**src/rtl/sync_fifo_pkg.sv**
```systemverilog
// Shared helpers for the multi-lane synchronous FIFO: acceptance clamps,
// wrap-aware pointer arithmetic and lane slicing of packed lane buses.
package sync_fifo_pkg;

  // Smaller of two non-negative quantities; used for every acceptance clamp.
  function automatic int sat_min(input int a, input int b);
    return (a < b) ? a : b;
  endfunction

  // Advance a pointer that carries one extra wrap bit above the slot index.
  function automatic int ptr_inc(input int ptr, input int n, input int depth);
    return (ptr + n) % (2 * depth);
  endfunction

  // Low bit position of a lane inside a packed multi-lane bus.
  function automatic int lane_lo(input int lane, input int width);
    return lane * width;
  endfunction

endpackage

```
**src/rtl/sync_fifo_mp_if.sv**
```systemverilog
// Write, read and status bundle of the multi-lane FIFO. The master side
// offers/requests entries; the slave side is the FIFO itself.
interface sync_fifo_mp_if #(
  parameter int DEPTH = 8,
  parameter int WIDTH = 8,
  parameter int NW    = 2,
  parameter int NR    = 2
);
  localparam int PW  = $clog2(DEPTH) + 1;
  localparam int WNW = $clog2(NW) + 1;
  localparam int WNR = $clog2(NR) + 1;

  logic                flush;
  logic [WNW-1:0]      w_num;
  logic [NW*WIDTH-1:0] din;
  logic [WNW-1:0]      w_acc;
  logic                w_fail;
  logic [WNR-1:0]      r_num;
  logic [NR*WIDTH-1:0] dout;
  logic [NR-1:0]       dout_valid;
  logic [WNR-1:0]      r_acc;
  logic                r_fail;
  logic [PW-1:0]       count;
  logic                full;
  logic                empty;
  logic                almost_full;
  logic                almost_empty;
  logic [PW-1:0]       w_ptr;
  logic [PW-1:0]       r_ptr;

  modport master (
    output flush, w_num, din, r_num,
    input  w_acc, w_fail, dout, dout_valid, r_acc, r_fail, count,
           full, empty, almost_full, almost_empty, w_ptr, r_ptr
  );

  modport slave (
    input  flush, w_num, din, r_num,
    output w_acc, w_fail, dout, dout_valid, r_acc, r_fail, count,
           full, empty, almost_full, almost_empty, w_ptr, r_ptr
  );
endinterface

```
**src/rtl/sync_fifo_mp.sv**
```systemverilog
// Multi-lane synchronous FIFO: up to NW writes and NR reads per clock,
// first-word-fall-through read lanes, registered occupancy and status flags.
module sync_fifo_mp
  import sync_fifo_pkg::*;
#(
  parameter int DEPTH     = 8,
  parameter int WIDTH     = 8,
  parameter int NW        = 2,
  parameter int NR        = 2,
  parameter int AF_THRESH = DEPTH - 2,
  parameter int AE_THRESH = 2
) (
  input logic           clk,
  input logic           reset_n,
  sync_fifo_mp_if.slave bus
);
  localparam int PW  = $clog2(DEPTH) + 1;
  localparam int AW  = $clog2(DEPTH);
  localparam int WNW = $clog2(NW) + 1;
  localparam int WNR = $clog2(NR) + 1;

  logic [WIDTH-1:0] mem [DEPTH];
  logic [PW-1:0]    w_ptr_q, r_ptr_q, count_q;
  logic [PW-1:0]    w_ptr_nxt, r_ptr_nxt;
  logic [AW-1:0]    wr_slot [NW];
  logic [AW-1:0]    rd_slot [NR];
  int               w_req, r_req, free, w_cnt, r_cnt;

  // Acceptance counts come from start-of-cycle occupancy only, so reads never
  // free space for same-cycle writes and fresh writes are never readable.
  always_comb begin
    w_req = sat_min(int'(bus.w_num), NW);
    r_req = sat_min(int'(bus.r_num), NR);
    free  = DEPTH - int'(count_q);
    w_cnt = reset_n ? sat_min(w_req, free) : 0;
    r_cnt = reset_n ? sat_min(r_req, int'(count_q)) : 0;
    w_ptr_nxt = PW'(ptr_inc(int'(w_ptr_q), w_cnt, DEPTH));
    r_ptr_nxt = PW'(ptr_inc(int'(r_ptr_q), r_cnt, DEPTH));
    bus.w_acc  = WNW'(w_cnt);
    bus.r_acc  = WNR'(r_cnt);
    bus.w_fail = (w_req > free);
    bus.r_fail = (r_req > int'(count_q));
  end

  // Slot addresses for each lane; the dropped wrap bit gives modulo DEPTH.
  always_comb begin
    for (int k = 0; k < NW; k++) wr_slot[k] = AW'(int'(w_ptr_q) + k);
    for (int k = 0; k < NR; k++) rd_slot[k] = AW'(int'(r_ptr_q) + k);
  end

  // Head entries fall through onto the read lanes with no latency.
  always_comb begin
    bus.dout       = '0;
    bus.dout_valid = '0;
    for (int k = 0; k < NR; k++) begin
      bus.dout[lane_lo(k, WIDTH) +: WIDTH] = mem[rd_slot[k]];
      bus.dout_valid[k]                    = (int'(count_q) > k);
    end
  end

  // Storage: the lowest accepted lanes land in consecutive slots; never reset.
  always_ff @(posedge clk) begin
    if (!bus.flush) begin
      for (int k = 0; k < NW; k++) begin
        if (k < w_cnt) mem[wr_slot[k]] <= bus.din[lane_lo(k, WIDTH) +: WIDTH];
      end
    end
  end

  // Pointer and occupancy registers; flush discards everything this cycle.
  always_ff @(posedge clk or negedge reset_n) begin
    if (!reset_n) begin
      w_ptr_q <= '0;
      r_ptr_q <= '0;
      count_q <= '0;
    end else if (bus.flush) begin
      w_ptr_q <= '0;
      r_ptr_q <= '0;
      count_q <= '0;
    end else begin
      w_ptr_q <= w_ptr_nxt;
      r_ptr_q <= r_ptr_nxt;
      count_q <= count_q + PW'(w_cnt) - PW'(r_cnt);
    end
  end

  // Status flags depend on registered state only.
  always_comb begin
    bus.count        = count_q;
    bus.w_ptr        = w_ptr_q;
    bus.r_ptr        = r_ptr_q;
    bus.empty        = (w_ptr_q == r_ptr_q);
    bus.full         = (w_ptr_q[AW-1:0] == r_ptr_q[AW-1:0]) &&
                       (w_ptr_q[AW] != r_ptr_q[AW]);
    bus.almost_full  = (int'(count_q) >= AF_THRESH);
    bus.almost_empty = (int'(count_q) <= AE_THRESH);
  end

endmodule

```
**src/flat_wrapper.sv**
```systemverilog
// flat-port wrapper written by rule: the top's interface ports become plain ports
module sync_fifo_mp_flat import sync_fifo_pkg::*;
#(
  parameter int DEPTH     = 8,
  parameter int WIDTH     = 8,
  parameter int NW        = 2,
  parameter int NR        = 2,
  parameter int AF_THRESH = DEPTH - 2,
  parameter int AE_THRESH = 2
)
  (clk, reset_n, bus_flush, bus_w_num, bus_din, bus_r_num, bus_w_acc, bus_w_fail, bus_dout, bus_dout_valid, bus_r_acc, bus_r_fail, bus_count, bus_full, bus_empty, bus_almost_full, bus_almost_empty, bus_w_ptr, bus_r_ptr);
  sync_fifo_mp_if #(.DEPTH(DEPTH), .WIDTH(WIDTH), .NW(NW), .NR(NR)) bus_i ();
  input logic clk;
  input logic reset_n;
  input wire logic [$bits(bus_i.flush)-1:0] bus_flush;
  input wire logic [$bits(bus_i.w_num)-1:0] bus_w_num;
  input wire logic [$bits(bus_i.din)-1:0] bus_din;
  input wire logic [$bits(bus_i.r_num)-1:0] bus_r_num;
  output wire logic [$bits(bus_i.w_acc)-1:0] bus_w_acc;
  output wire logic [$bits(bus_i.w_fail)-1:0] bus_w_fail;
  output wire logic [$bits(bus_i.dout)-1:0] bus_dout;
  output wire logic [$bits(bus_i.dout_valid)-1:0] bus_dout_valid;
  output wire logic [$bits(bus_i.r_acc)-1:0] bus_r_acc;
  output wire logic [$bits(bus_i.r_fail)-1:0] bus_r_fail;
  output wire logic [$bits(bus_i.count)-1:0] bus_count;
  output wire logic [$bits(bus_i.full)-1:0] bus_full;
  output wire logic [$bits(bus_i.empty)-1:0] bus_empty;
  output wire logic [$bits(bus_i.almost_full)-1:0] bus_almost_full;
  output wire logic [$bits(bus_i.almost_empty)-1:0] bus_almost_empty;
  output wire logic [$bits(bus_i.w_ptr)-1:0] bus_w_ptr;
  output wire logic [$bits(bus_i.r_ptr)-1:0] bus_r_ptr;
  assign bus_i.flush = bus_flush;
  assign bus_i.w_num = bus_w_num;
  assign bus_i.din = bus_din;
  assign bus_i.r_num = bus_r_num;
  assign bus_w_acc = bus_i.w_acc;
  assign bus_w_fail = bus_i.w_fail;
  assign bus_dout = bus_i.dout;
  assign bus_dout_valid = bus_i.dout_valid;
  assign bus_r_acc = bus_i.r_acc;
  assign bus_r_fail = bus_i.r_fail;
  assign bus_count = bus_i.count;
  assign bus_full = bus_i.full;
  assign bus_empty = bus_i.empty;
  assign bus_almost_full = bus_i.almost_full;
  assign bus_almost_empty = bus_i.almost_empty;
  assign bus_w_ptr = bus_i.w_ptr;
  assign bus_r_ptr = bus_i.r_ptr;
  sync_fifo_mp #(.DEPTH(DEPTH), .WIDTH(WIDTH), .NW(NW), .NR(NR), .AF_THRESH(AF_THRESH), .AE_THRESH(AE_THRESH)) u_core (.clk(clk), .reset_n(reset_n), .bus(bus_i));
endmodule
```
**config.mk**
```make
export PLATFORM = sky130hd
export DESIGN_NAME = sync_fifo_mp_flat
export DESIGN_NICKNAME = d
export VERILOG_FILES = /design/src/rtl/sync_fifo_pkg.sv /design/src/rtl/sync_fifo_mp_if.sv /design/src/rtl/sync_fifo_mp.sv /design/src/flat_wrapper.sv
export SDC_FILE = /design/constraint.sdc
export NUM_CORES = 1
export LEC_CHECK = 0
export ABC_AREA = 1
export BUFFER_PORTS_ARGS = -buffer_cell sky130_fd_sc_hd__buf_2
export CAP_MARGIN = 20
export CORE_ASPECT_RATIO = 1.75
export CORE_MARGIN = 4
export CORE_UTILIZATION = 55
export CTS_BUF_LIST = sky130_fd_sc_hd__clkbuf_4 sky130_fd_sc_hd__clkbuf_8 sky130_fd_sc_hd__clkbuf_16
export DETAILED_ROUTE_END_ITERATION = 10
export GPL_TIMING_DRIVEN = 0
export HOLD_SLACK_MARGIN = 0.03
export PLACE_DENSITY = 0.87
export SLEW_MARGIN = 25
export SYNTH_ARGS = -nofsm -noshare
export SYNTH_HDL_FRONTEND = slang
export SYNTH_SLANG_ARGS = --single-unit
```
**constraint.sdc**
```tcl
create_clock -name clk -period 6.1 [get_ports clk]
set_input_delay 0.305 -clock clk [delete_from_list [all_inputs] [get_ports clk]]
set_output_delay 0.305 -clock clk [all_outputs]
set_load 0.01 [all_outputs]
```
Word-level counts from Yosys, hierarchy flattened
Memories as Yosys holds them, arrays and structs flattened.
Cells that the tools add are included.
Storage, ports and cells
  register bits: 12
  memory bits (writable): 64
  input port bits: 23
  output and inout port bits: 40
  memories: 1
Operators by class
  add/subtract/negate cells: 7
  $lt $le $gt $ge: 12
  equality and inequality tests: 3
  muxes and demuxes: 15
  reduce and logical (&&, ||, !) cells: 1
Memory list
  u_core.mem: depth 8, width 8, rd ports 2, clocked after memory_dff 0, wr ports 2, line sync_fifo_mp.sv:22  | logic [WIDTH-1:0] mem [DEPTH];
Operator list (number)
  32-bit two-way mux: 2
  32-bit greater-than comparator: 1
  32-bit by 5-bit greater-than comparator with 1-bit output: 1
  1-bit by 32-bit < comparator with 1-bit output (first input constant): 1
  2-bit by 32-bit < comparator with 1-bit output (first input constant): 1
  32-bit < comparator: 1
  32-bit by 5-bit < comparator with 1-bit output: 1
  4-bit two-way mux: 5
  4-bit adder: 3
  4-bit by 1-bit greater-than comparator with 1-bit output (second input constant): 2
  3-bit by 1-bit adder with 3-bit output (second input constant): 2
  1-bit two-way mux: 6
  4-bit by 4-bit subtractor with 5-bit output (first input constant): 1
  4-bit == test: 1
  4-bit by 3-bit >= comparator with 1-bit output (second input constant): 1
  4-bit by 2-bit <= comparator with 1-bit output (second input constant): 1
  2-bit < comparator (second input constant): 2
  2-bit two-way mux: 2
  4-bit subtractor: 1
  3-bit == test: 1
  1-bit logical AND: 1
  1-bit != test: 1

Logic depth before layout (Yosys ltp)
Gate-level depths: netlist (run 1).
  depth after elaboration: 9
  mapped depth: 18
  depth with buffers taken out: 18

Least setup slack after synthesis (run 1)
OpenSTA, ideal clock, no wires.
  kind: register -> register
  from: register u_core.count_q[1] (netlist: u_core.bus.count[1])
  to: register u_core.count_q[3] (netlist: u_core.bus.count[3])
  setup time: 0.125 ns
  data arrival time: 2.950 ns
  data required time: 5.975 ns
  setup slack: 3.026 ns
  cell stages (with the launch flop): 19
  path buffers: 0
  path through: dfrtp_1 -> inv_1 -> ha_1 -> inv_1 -> ha_1 -> nand2_1 -> nand2_1 -> nand4_2 -> nand2_2 -> nand2_2 -> nand3_4 -> fa_1 -> inv_1 -> ha_1 -> nand3_1 -> nand2_1 -> xnor2_1 -> o21ai_0 -> a21oi_1
Between the ends
  cells in the longest elaborated chain, start to end: 7
  elaborated cells between the ends (all ways): 10
  those cells by class: add/sub: 3; order compare: 2; mux: 5
RTL lines
  from (decl): line sync_fifo_mp.sv:23  | logic [PW-1:0] w_ptr_q, r_ptr_q, count_q;
  from (signal assigned): line sync_fifo_mp.sv:83  | count_q <= count_q + PW'(w_cnt) - PW'(r_cnt);
  4-bit by 4-bit subtractor with 5-bit output: line sync_fifo_mp.sv:34  | free = DEPTH - int'(count_q);
  32-bit < comparator: line sync_fifo_pkg.sv:7  | return (a < b) ? a : b;
  32-bit two-way mux: line sync_fifo_pkg.sv:7
  32-bit two-way mux: line sync_fifo_mp.sv:35  | w_cnt = reset_n ? sat_min(w_req, free) : 0;
  4-bit adder: line sync_fifo_mp.sv:83
  4-bit subtractor (*): line sync_fifo_mp.sv:83
  4-bit two-way mux (*): line sync_fifo_mp.sv:76  | end else if (bus.flush) begin
Mark *: on every way between the ends. The rest lies on a longest branch, timed or not.

Worst setup path after layout (run 1)
  from: register u_core.count_q[0] (netlist: u_core.bus.count[0])
  to: register u_core.count_q[3] (netlist: u_core.bus.count[3])
The elaborated chain is that of the path after synthesis.

==> results of run 1 <==
-- flip-flops by register name, summed over array words and instances, names as in the netlist --
| register | count |
|---|---|
| u_core.bus.count | 4 |
| u_core.bus.r_ptr | 4 |
| u_core.bus.w_ptr | 4 |
| u_core.mem | 64 |
-- repair_timing --
action | 4_1_cts | 5_1_grt
resized for setup | 0 | 0
hold buffers | 1 | 0
hold endpoints to repair | 12 | 0
setup buffers | 0 | 0
-- power groups by stage --
stage	registers, mW	clock network, mW	logic, mW
finish	0.771	0.489	2.04
global route	0.780	0.510	2.25
CTS	0.767	0.489	2.00
detailed placement	0.777	0	1.99
global placement	0.773	0	1.93
floorplan	0.763	0	1.34
-- layout make-up --
cell class / count / share of cell area [%]
Multi-Input combinational cell: 527 / 45.9
Sequential cell: 76 / 35.5
Buffer: 56 / 3.98
Clock buffer: 12 / 3.96
Timing Repair Buffer: 47 / 3.84
Inverter: 64 / 3.84
Tap cell: 125 / 2.50
Clock inverter: 4 / 0.420
-- path summary, 6_finish.rpt --
path                       cells past startpoint             endpoint                start  slack (ns)
max reg2reg                                   18  u_core.bus.count[3]  u_core.bus.count[0]        2.70
min                                            2  u_core.bus.w_ptr[3]            bus_flush        0.18
min in group asynchronous                      2  u_core.bus.count[1]              reset_n        0.44
max                                           18  u_core.bus.count[3]  u_core.bus.count[0]        2.70
max in group asynchronous                      2  u_core.bus.count[3]              reset_n        5.36
min reg2reg                                    2  u_core.bus.r_ptr[3]  u_core.bus.r_ptr[3]        0.59
-- worst max-delay path, cell delays in order (launching register included) --
cell	delay, ns
dfrtp_1	0.50
inv_1	0.18
ha_1	0.33
inv_1	0.10
ha_1	0.25
nand2_1	0.07
nand2_1	0.05
nand4_2	0.12
nand2_2	0.08
nand2_2	0.08
nand3_4	0.11
fa_1	0.51
inv_1	0.07
ha_1	0.31
nand3_1	0.08
nand2_1	0.07
xnor2_1	0.17
o21ai_0	0.11
a21oi_1	0.12
-- layer usage --
layer / global-route usage, % / vias to the layer above
met3: 3.83 / 113
met2: 56.2 / 392
met1: 32.2 / 2611
met4: 23.2 / 0
li1: - / 2602
met5: 0 / -
-- layout by cell type (no fill, tap or decap), drive strengths merged, types with 16 or more instances in the layout --
cell type	n
a21oi	50
clkbuf	45
a31oi	16
edfxtp	64
nand2	179
ha	20
nor2	67
buf	69
o21ai	68
nand4	73
nand3	16
inv	63
-- kinds of logic (layout without fill, tap and decap cells) --
kind of cell,after synthesis,in the layout,synth area share [%]
DFF,76,76,39.8
and+or+nand+nor,343,343,29.2
buffers and inverters,120,183,8.77
xor gates and xnor gates,13,13,2.04
adders and majority gates,25,25,6.28
AOI/OAI and AO/OA,144,144,13.8
other,1,2,0.0672
-- metrics by stage --
| stage | instance area [sq um] | hold slack [ns] | utilization [%] |
|---|---|---|---|
| floorplan | 5580 | 0.00941 | - |
| global placement | 5970 | 0.249 | 60.3 |
| detailed placement | 5970 | 0.262 | 60.3 |
| CTS | 6250 | 0.174 | 63.1 |
| global route | 6250 | 0.178 | 63.1 |
| finish | 6250 | 0.175 | 63.1 |
==> impl_metrics.ini, run 1 <==
[run_status]
status = finished, final reports clean

[clock_tree]
root_buffer = clkbuf_16
path_clk_slew_ns = 0.06
cts.sinks = 76
cts-buffers-inserted = 9
tritoncts = done
ctsLongestPathBuffers = 2
htree_levels = 3
clk_latency_ns = 0.34

[detailed_routing]
wirelength_mm = 18.5
wl_met3_mm = 1.36
route.met2.wl_mm = 9.58
top_layer = met4
final_antenna_net_count = 0
dr.pass1.iters = 5
route.detailed.drc = 0
first_iter_violations = 552
routedWlPerCell_um = 20.3
routedLengthMet1_mm = 6.03
vias = 5718
viasPerCell = 6.28

[logic_synthesis]
yosys-top-cells-count = nand2_1 (175), nand4_1 (72), o21ai_0 (68)
synth_area_leaders = edfxtp_1 (34%), nand2_1 (12%), nand4_1 (8.1%)
ys_ff_latch = 76
synth_edf_count = 64
netlist_instances = 722
syn_area_per_cell_sq_um = 7.73
ys_async_sr_fraction_pct = 15.8
synth_area_leader_cell = edfxtp_1
synth_flop_cell = edfxtp_1
yosys.area.top_type_share_pct = 34.4
synth_most_common_cell = nand2_1
synth_area_sq_um = 5580
yosysWarningCount = 0
synth.distinct_cells = 33
synth_seq_area_share_pct = 39.8

[placement]
portBuffers = 46
place_inst = 894
dp_slack_ns = 2.71
gp_congestion = 0.990
dp_hpwl_mm = 14.3

[timing]
rsz0062_at_grt = no
setup_viol = 0
fmax_ghz = 0.294
period_share_pct = 55.8
worst_pin_slew_ns = 0.830
final.setup.tns_ns = 0
fin_ws_ns = 2.70
period_needed_ns = 3.40
worst_clock_skew_ns = 0.00816
relSlewSlack_pct = 44.4
drv_slew = 0
hold_viol = 0

[final_layout]
seqCellArea_sq_um = 2220
drive_gt1_share_pct = 12.3
multi_input_area_sq_um = 2870
diodes = 0
fillers = 873
fin_nets = 829
fin_cells = 911
area_growth_pct = 12.1

[worst_setup_path]
critPathMaxFanout = 7
arrival_ns = 3.66
cp-start-kind = register
cp-end-kind = register
cp.required_ns = 6.36
crit_type = register to register

[global_routing]
grtUsageTotal_pct = 31.1
grt_pass1_vias = 5529
antenna_found_initial = 0
grt_max_degree = 18
grt-ovfl-total = 0
grt_pass1_wl_mm = 28.8

[die]
io_pins = 63
start_util_pct = 56.3
chipHeight_um = 141
dieArea_sq_um = 11900
core_sq_um = 9910
die_width_um = 84.1
row_count = 48

[run]
maxCapViolCount = 0

[power_and_ir_drop]
p_per_area_nw_per_um2 = 528
p_leak_nw = 2.82
switching_share_pct = 50.9
power.share.clock_pct = 14.8
pwr-share-seq_pct = 23.3
p_sw_mw = 1.68
vdd_drop_max_mv = 0.425
combPwrFrac_pct = 61.9
p_int_mw = 1.62
total_power_mw = 3.30

[worst_hold_path]
hold_class = input pin to register
Note: power is estimated with default switching activity, not from simulation.
==> run 2: changes to the inputs <==
--- a/config.mk
+++ b/config.mk
@@ -10,12 +10,12 @@
 export CAP_MARGIN = 20
 export CORE_ASPECT_RATIO = 1.75
 export CORE_MARGIN = 4
-export CORE_UTILIZATION = 55
+export CORE_UTILIZATION = 54
 export CTS_BUF_LIST = sky130_fd_sc_hd__clkbuf_4 sky130_fd_sc_hd__clkbuf_8 sky130_fd_sc_hd__clkbuf_16
 export DETAILED_ROUTE_END_ITERATION = 10
 export GPL_TIMING_DRIVEN = 0
 export HOLD_SLACK_MARGIN = 0.03
-export PLACE_DENSITY = 0.87
+export PLACE_DENSITY = 0.88
 export SLEW_MARGIN = 25
 export SYNTH_ARGS = -nofsm -noshare
 export SYNTH_HDL_FRONTEND = slang
==> constraint.sdc (replaced) <==
create_clock -name clk -period 2.93 [get_ports clk]
set_input_delay 0.1465 -clock clk [delete_from_list [all_inputs] [get_ports clk]]
set_output_delay 0.1465 -clock clk [all_outputs]
set_load 0.01 [all_outputs]
==> impl_metrics.ini, run 2 (synthesis results as in run 1) <==
[worst_setup_path]
cp.required_ns = 3.17
cp-end-kind = register
ff2ff_setup_slack_ns = 0.03
r2r_cells = 18
arrival_ns = 3.14
startpoint = u_core.bus.count[1]
crit_type = register to register
cp-start-kind = register
r2r-end = u_core.bus.count[3]
cp_slowest_cell = fa_1
rr_startpoint = u_core.bus.count[1]
cp-endpoint = u_core.bus.count[3]
critPathMaxFanout = 3
crit_chain = inv_6, ha_4, inv_2, ha_4, nand2_1, nand2_1, nand4_2, nand2_2, nand2_2, nand3_4, fa_1, inv_2, ha_4, nand3_2, nand2_2, xnor2_2, o21ai_1, a21oi_1
max_stage_delay_ns = 0.43

[die]
dieArea_sq_um = 12100
start_util_pct = 56.0
io_pins = 63
row_count = 48
die_width_um = 84.8
core_sq_um = 9970
chipHeight_um = 142

[power_and_ir_drop]
combPwrFrac_pct = 62.3
total_power_mw = 7.46
power.share.clock_pct = 16.3
switching_share_pct = 49.8
p_int_mw = 3.75
vdd_drop_max_mv = 0.786
pwr-share-seq_pct = 21.3
p_sw_mw = 3.71
p_per_area_nw_per_um2 = 1150
p_leak_nw = 2.91

[final_layout]
largest_reg_flops = 64
fin_cells = 924
layout_commonest_cell = nand2_1
drive_gt1_share_pct = 16.6
fin_util_pct = 65.3
area_growth_pct = 16.6
fin_nets = 842
layout_common_cells = nand2_1 (169), nand4_1 (72), o21ai_0 (66), nor2_1 (64), edfxtp_1 (64)
diodes = 0

[detailed_routing]
first_iter_violations = 569
routedWlPerCell_um = 20.3
wirelength_mm = 18.8
dr.pass1.iters = 6
route.detailed.drc = 0
viasPerCell = 6.24
vias = 5765
final_antenna_net_count = 0

[run_status]
status = finished, final reports clean

[global_routing]
grt_pass1_wl_mm = 29.2
grtUsageTotal_pct = 31.6
grt_max_degree = 18
antenna_found_initial = 0
grt-ovfl-total = 0
grt_pass1_vias = 5592

[clock_tree]
cts-buffers-inserted = 9
clk_latency_ns = 0.35
htree_levels = 3
tritoncts = done
root_buffer = clkbuf_16
cts.sinks = 76
ctsLongestPathBuffers = 2
path_clk_slew_ns = 0.06

[placement]
dp_hpwl_mm = 13.3
portBuffers = 46
gp_congestion = 1.05
place_inst = 894

[timing]
worst_pin_slew_ns = 0.785
worst_clock_skew_ns = 0.00804
period_needed_ns = 2.90
relSlewSlack_pct = 47.5
setup_viol = 0
drv_slew = 0
fmax_ghz = 0.344
final.setup.tns_ns = 0
period_share_pct = 99.1
hold_viol = 0
rsz0062_at_grt = yes

[run]
maxCapViolCount = 0

[worst_hold_path]
hold_class = input pin to asynchronous set/reset pin
## run 2: worst max-delay path, delay by kind of cell (launching register included)
| family | cells | cell delay [ns] |
|---|---|---|
| AO/OA/AOI/OAI | 2 | 0.20 |
| XOR/XNOR | 1 | 0.14 |
| adder cells (fa/ha/maj) | 4 | 1.16 |
| buffers and inverters | 3 | 0.22 |
| flip-flops | 1 | 0.41 |
| AND/OR/NAND/NOR | 8 | 0.65 |
## run 2: how the worst min path moves through the flow
stage,slack (ns),from,endpoint,depth (start not counted)
after global placement,0.1,reset_n,u_core.bus.r_ptr[3],1
after floorplan,-0.15,reset_n,u_core.bus.count[0],0
final,0.24,reset_n,u_core.bus.w_ptr[1],2
after detailed placement,0.10,reset_n,u_core.bus.w_ptr[2],1
after CTS,0.27,reset_n,u_core.bus.w_ptr[2],2
after global routing,0.28,reset_n,u_core.bus.w_ptr[2],2
## run 2: cell type report
| type | instances | area [sq um] |
|---|---|---|
| clock inverters | 6 | 87.6 |
| multi-input cells | 527 | 2970 |
| inverters | 64 | 248 |
| plain buffers | 56 | 250 |
| fillers | 840 | 3460 |
| clock buffers | 10 | 233 |
| flip-flops and latches | 76 | 2220 |
| well taps | 125 | 156 |
| repair buffers | 60 | 343 |
## run 2: through the flow
step	area (sq um)	setup WS, ns	hold WS (ns)
after detailed placement	5990	-0.291	0.100
final	6510	0.0265	0.238
after floorplan	5610	0.0270	-0.149
after global placement	5990	-0.202	0.0977
after CTS	6440	0.0288	0.266
after global routing	6510	-0.0684	0.282
## run 2: repair_timing
item	CTS	global route
setup endpoints to repair	11	60
hold endpoints to repair	13	0
pin swaps	8	7
cloned	0	0
resized for setup	7	16
buffers inserted	9	3
hold buffers	2	0
## run 2: power groups by stage
stage	sequential, mW	combinational [mW]	clock [mW]
floorplan	1.59	2.82	0
global placement	1.60	4.05	0
detailed placement	1.61	4.13	0
CTS	1.58	4.34	1.22
global route	1.62	5.05	1.25
finish	1.59	4.65	1.22
## run 2: layer usage
layer	wire [um]	vias to the layer above	track usage [%]
met2	9350	410	54.9
met3	1570	121	4.81
met5	0	-	0
met1	5980	2599	32.6
met4	1860	0	27.4
li1	-	2635	-
==> run 3: changes to the inputs <==
--- a/config.mk
+++ b/config.mk
@@ -15,6 +15,7 @@
 export DETAILED_ROUTE_END_ITERATION = 10
 export GPL_TIMING_DRIVEN = 0
 export HOLD_SLACK_MARGIN = 0.03
+export MAX_ROUTING_LAYER = met4
 export PLACE_DENSITY = 0.88
 export SLEW_MARGIN = 25
 export SYNTH_ARGS = -nofsm -noshare
==> constraint.sdc (replaced) <==
create_clock -name clk -period 2.93 [get_ports clk]
set_input_delay 0.1465 -clock clk [delete_from_list [all_inputs] [get_ports clk]]
set_output_delay 0.1465 -clock clk [all_outputs]
set_load 0.1 [all_outputs]
==> impl_metrics.ini, run 3 (synthesis results as in run 1) <==
[final_layout]
layout_commonest_cell = nand2_1
fin_nets = 843
drive_gt1_share_pct = 22.6
area_growth_pct = 22.0
final_cell_area_sq_um = 6810
layout_common_cells = nand2_1 (162), nand4_1 (72), nor2_1 (64), o21ai_0 (64), edfxtp_1 (64)
diodes = 0
largest_reg_flops = 64

[timing]
fmax_ghz = 0.327
rsz0062_at_grt = yes
setup_viol = 4
fin_ws_ns = -0.131
worst_clock_skew_ns = 0.00535
worst_pin_slew_ns = 0.789
drv_slew = 0
period_needed_ns = 3.06
holdWs_ns = 0.347
period_share_pct = 104
hold_viol = 0
final.setup.tns_ns = -0.349
relSlewSlack_pct = 47.2

[worst_setup_path]
cp-end-kind = register
arrival_ns = 3.32
cp.required_ns = 3.19
ff2ff_setup_slack_ns = -0.13
cp-start-kind = register
r2r-end = u_core.bus.count[3]
critPathMaxFanout = 3
crit_type = register to register
rr_startpoint = u_core.bus.count[1]
r2r_cells = 17

[global_routing]
grt-ovfl-total = 0
antenna_found_initial = 0
grt_pass1_vias = 5699
grt_max_degree = 13
grtUsageTotal_pct = 32.5
grt_pass1_wl_mm = 29.4

[run]
maxCapViolCount = 0

[detailed_routing]
wl_met3_mm = 1.35
wirelength_mm = 18.9
route.detailed.drc = 0
routedWlPerCell_um = 20.5
vias = 5802
route.met2.wl_mm = 9.76
top_layer = met4
routedLengthMet1_mm = 6.20
viasPerCell = 6.27
final_antenna_net_count = 0
dr.pass1.iters = 5
first_iter_violations = 617

[placement]
placed_cell_area_sq_um = 6240
gp_congestion = 1.02
portBuffers = 46
dp_hpwl_mm = 14.0

[clock_tree]
clk_latency_ns = 0.34
cts-buffers-inserted = 9
ctsLongestPathBuffers = 2
root_buffer = clkbuf_16
path_clk_slew_ns = 0.06
tritoncts = done
htree_levels = 3
cts.sinks = 76

[worst_hold_path]
min_from = bus_din[0]
hold_path_depth = 3
min_to = u_core.mem[3][0]
hold_class = input pin to register

[die]
dieArea_sq_um = 12100
row_count = 48
die_width_um = 84.8
core_sq_um = 9970
chipHeight_um = 142
io_pins = 63
start_util_pct = 56.0

[run_status]
status = finished, violations left
violations = setup timing
==> run 3: worst max-delay path: stages (launching register included) <==
cell and delay [ns]:
dfrtp_4 0.44, clkinvlp_4 0.12, ha_4 0.29, inv_4 0.04, ha_4 0.26, nand2_2 0.05, nand2_2 0.07, nand4_4 0.11
nand3_4 0.09, nand3_4 0.09, fa_2 0.56, inv_2 0.06, ha_4 0.15, a21oi_2 0.14, nand2_2 0.08, xnor2_2 0.19
o21ai_1 0.08, a21oi_1 0.14
==> run 3: metrics by stage <==
step	worst slack [ns]	util, %	instances
3_3_place_gp	-0.394	62.6	894
5_1_grt	-0.296	68.3	925
3_5_place_dp	-0.486	62.6	894
2_1_floorplan	-0.660	-	723
6_report	-0.131	68.3	925
4_1_cts	-0.104	66.9	920
==> run 3: worst max path at each step <==
stage          slack, ns             endpoint                start
3_5_place_dp       -0.49  u_core.bus.count[3]  u_core.bus.count[1]
2_1_floorplan      -0.66  u_core.bus.w_ptr[1]  u_core.bus.count[1]
6_report           -0.13  u_core.bus.count[3]  u_core.bus.count[1]
4_1_cts            -0.10  u_core.bus.count[1]  u_core.bus.count[1]
3_3_place_gp       -0.39  u_core.bus.count[3]  u_core.bus.count[1]
5_1_grt            -0.30  u_core.bus.count[3]  u_core.bus.count[1]
==> run 3: routing by layer <==
| metal | vias to the layer above | GRT usage, % |
|---|---|---|
| li1 | 2629 | - |
| met1 | 2677 | 32.1 |
| met2 | 380 | 56.6 |
| met3 | 116 | 4.75 |
| met4 | 0 | 24.4 |
| met5 | - | - |
==> run 3: final cells by class <==
cell class,count,area (sq um)
well taps,125,156
repair buffers,61,377
multi-input cells,527,3260
inverters,64,250
fillers,798,3160
clock buffers,12,248
flip-flops and latches,76,2230
clock inverters,4,26.3
plain buffers,56,254
==> run 3: repair_timing <==
item	4_1_cts	5_1_grt
hold buffers	2	0
setup buffers	8	6
pin swaps	16	20
resized for setup	19	31
endpoints found under the hold margin	13	0
setup endpoints to repair	70	125
Power of run 3 is left out: the tool's default activity adds up to more than one toggle a clock period on the data nets, which glitch-free logic cannot reach.
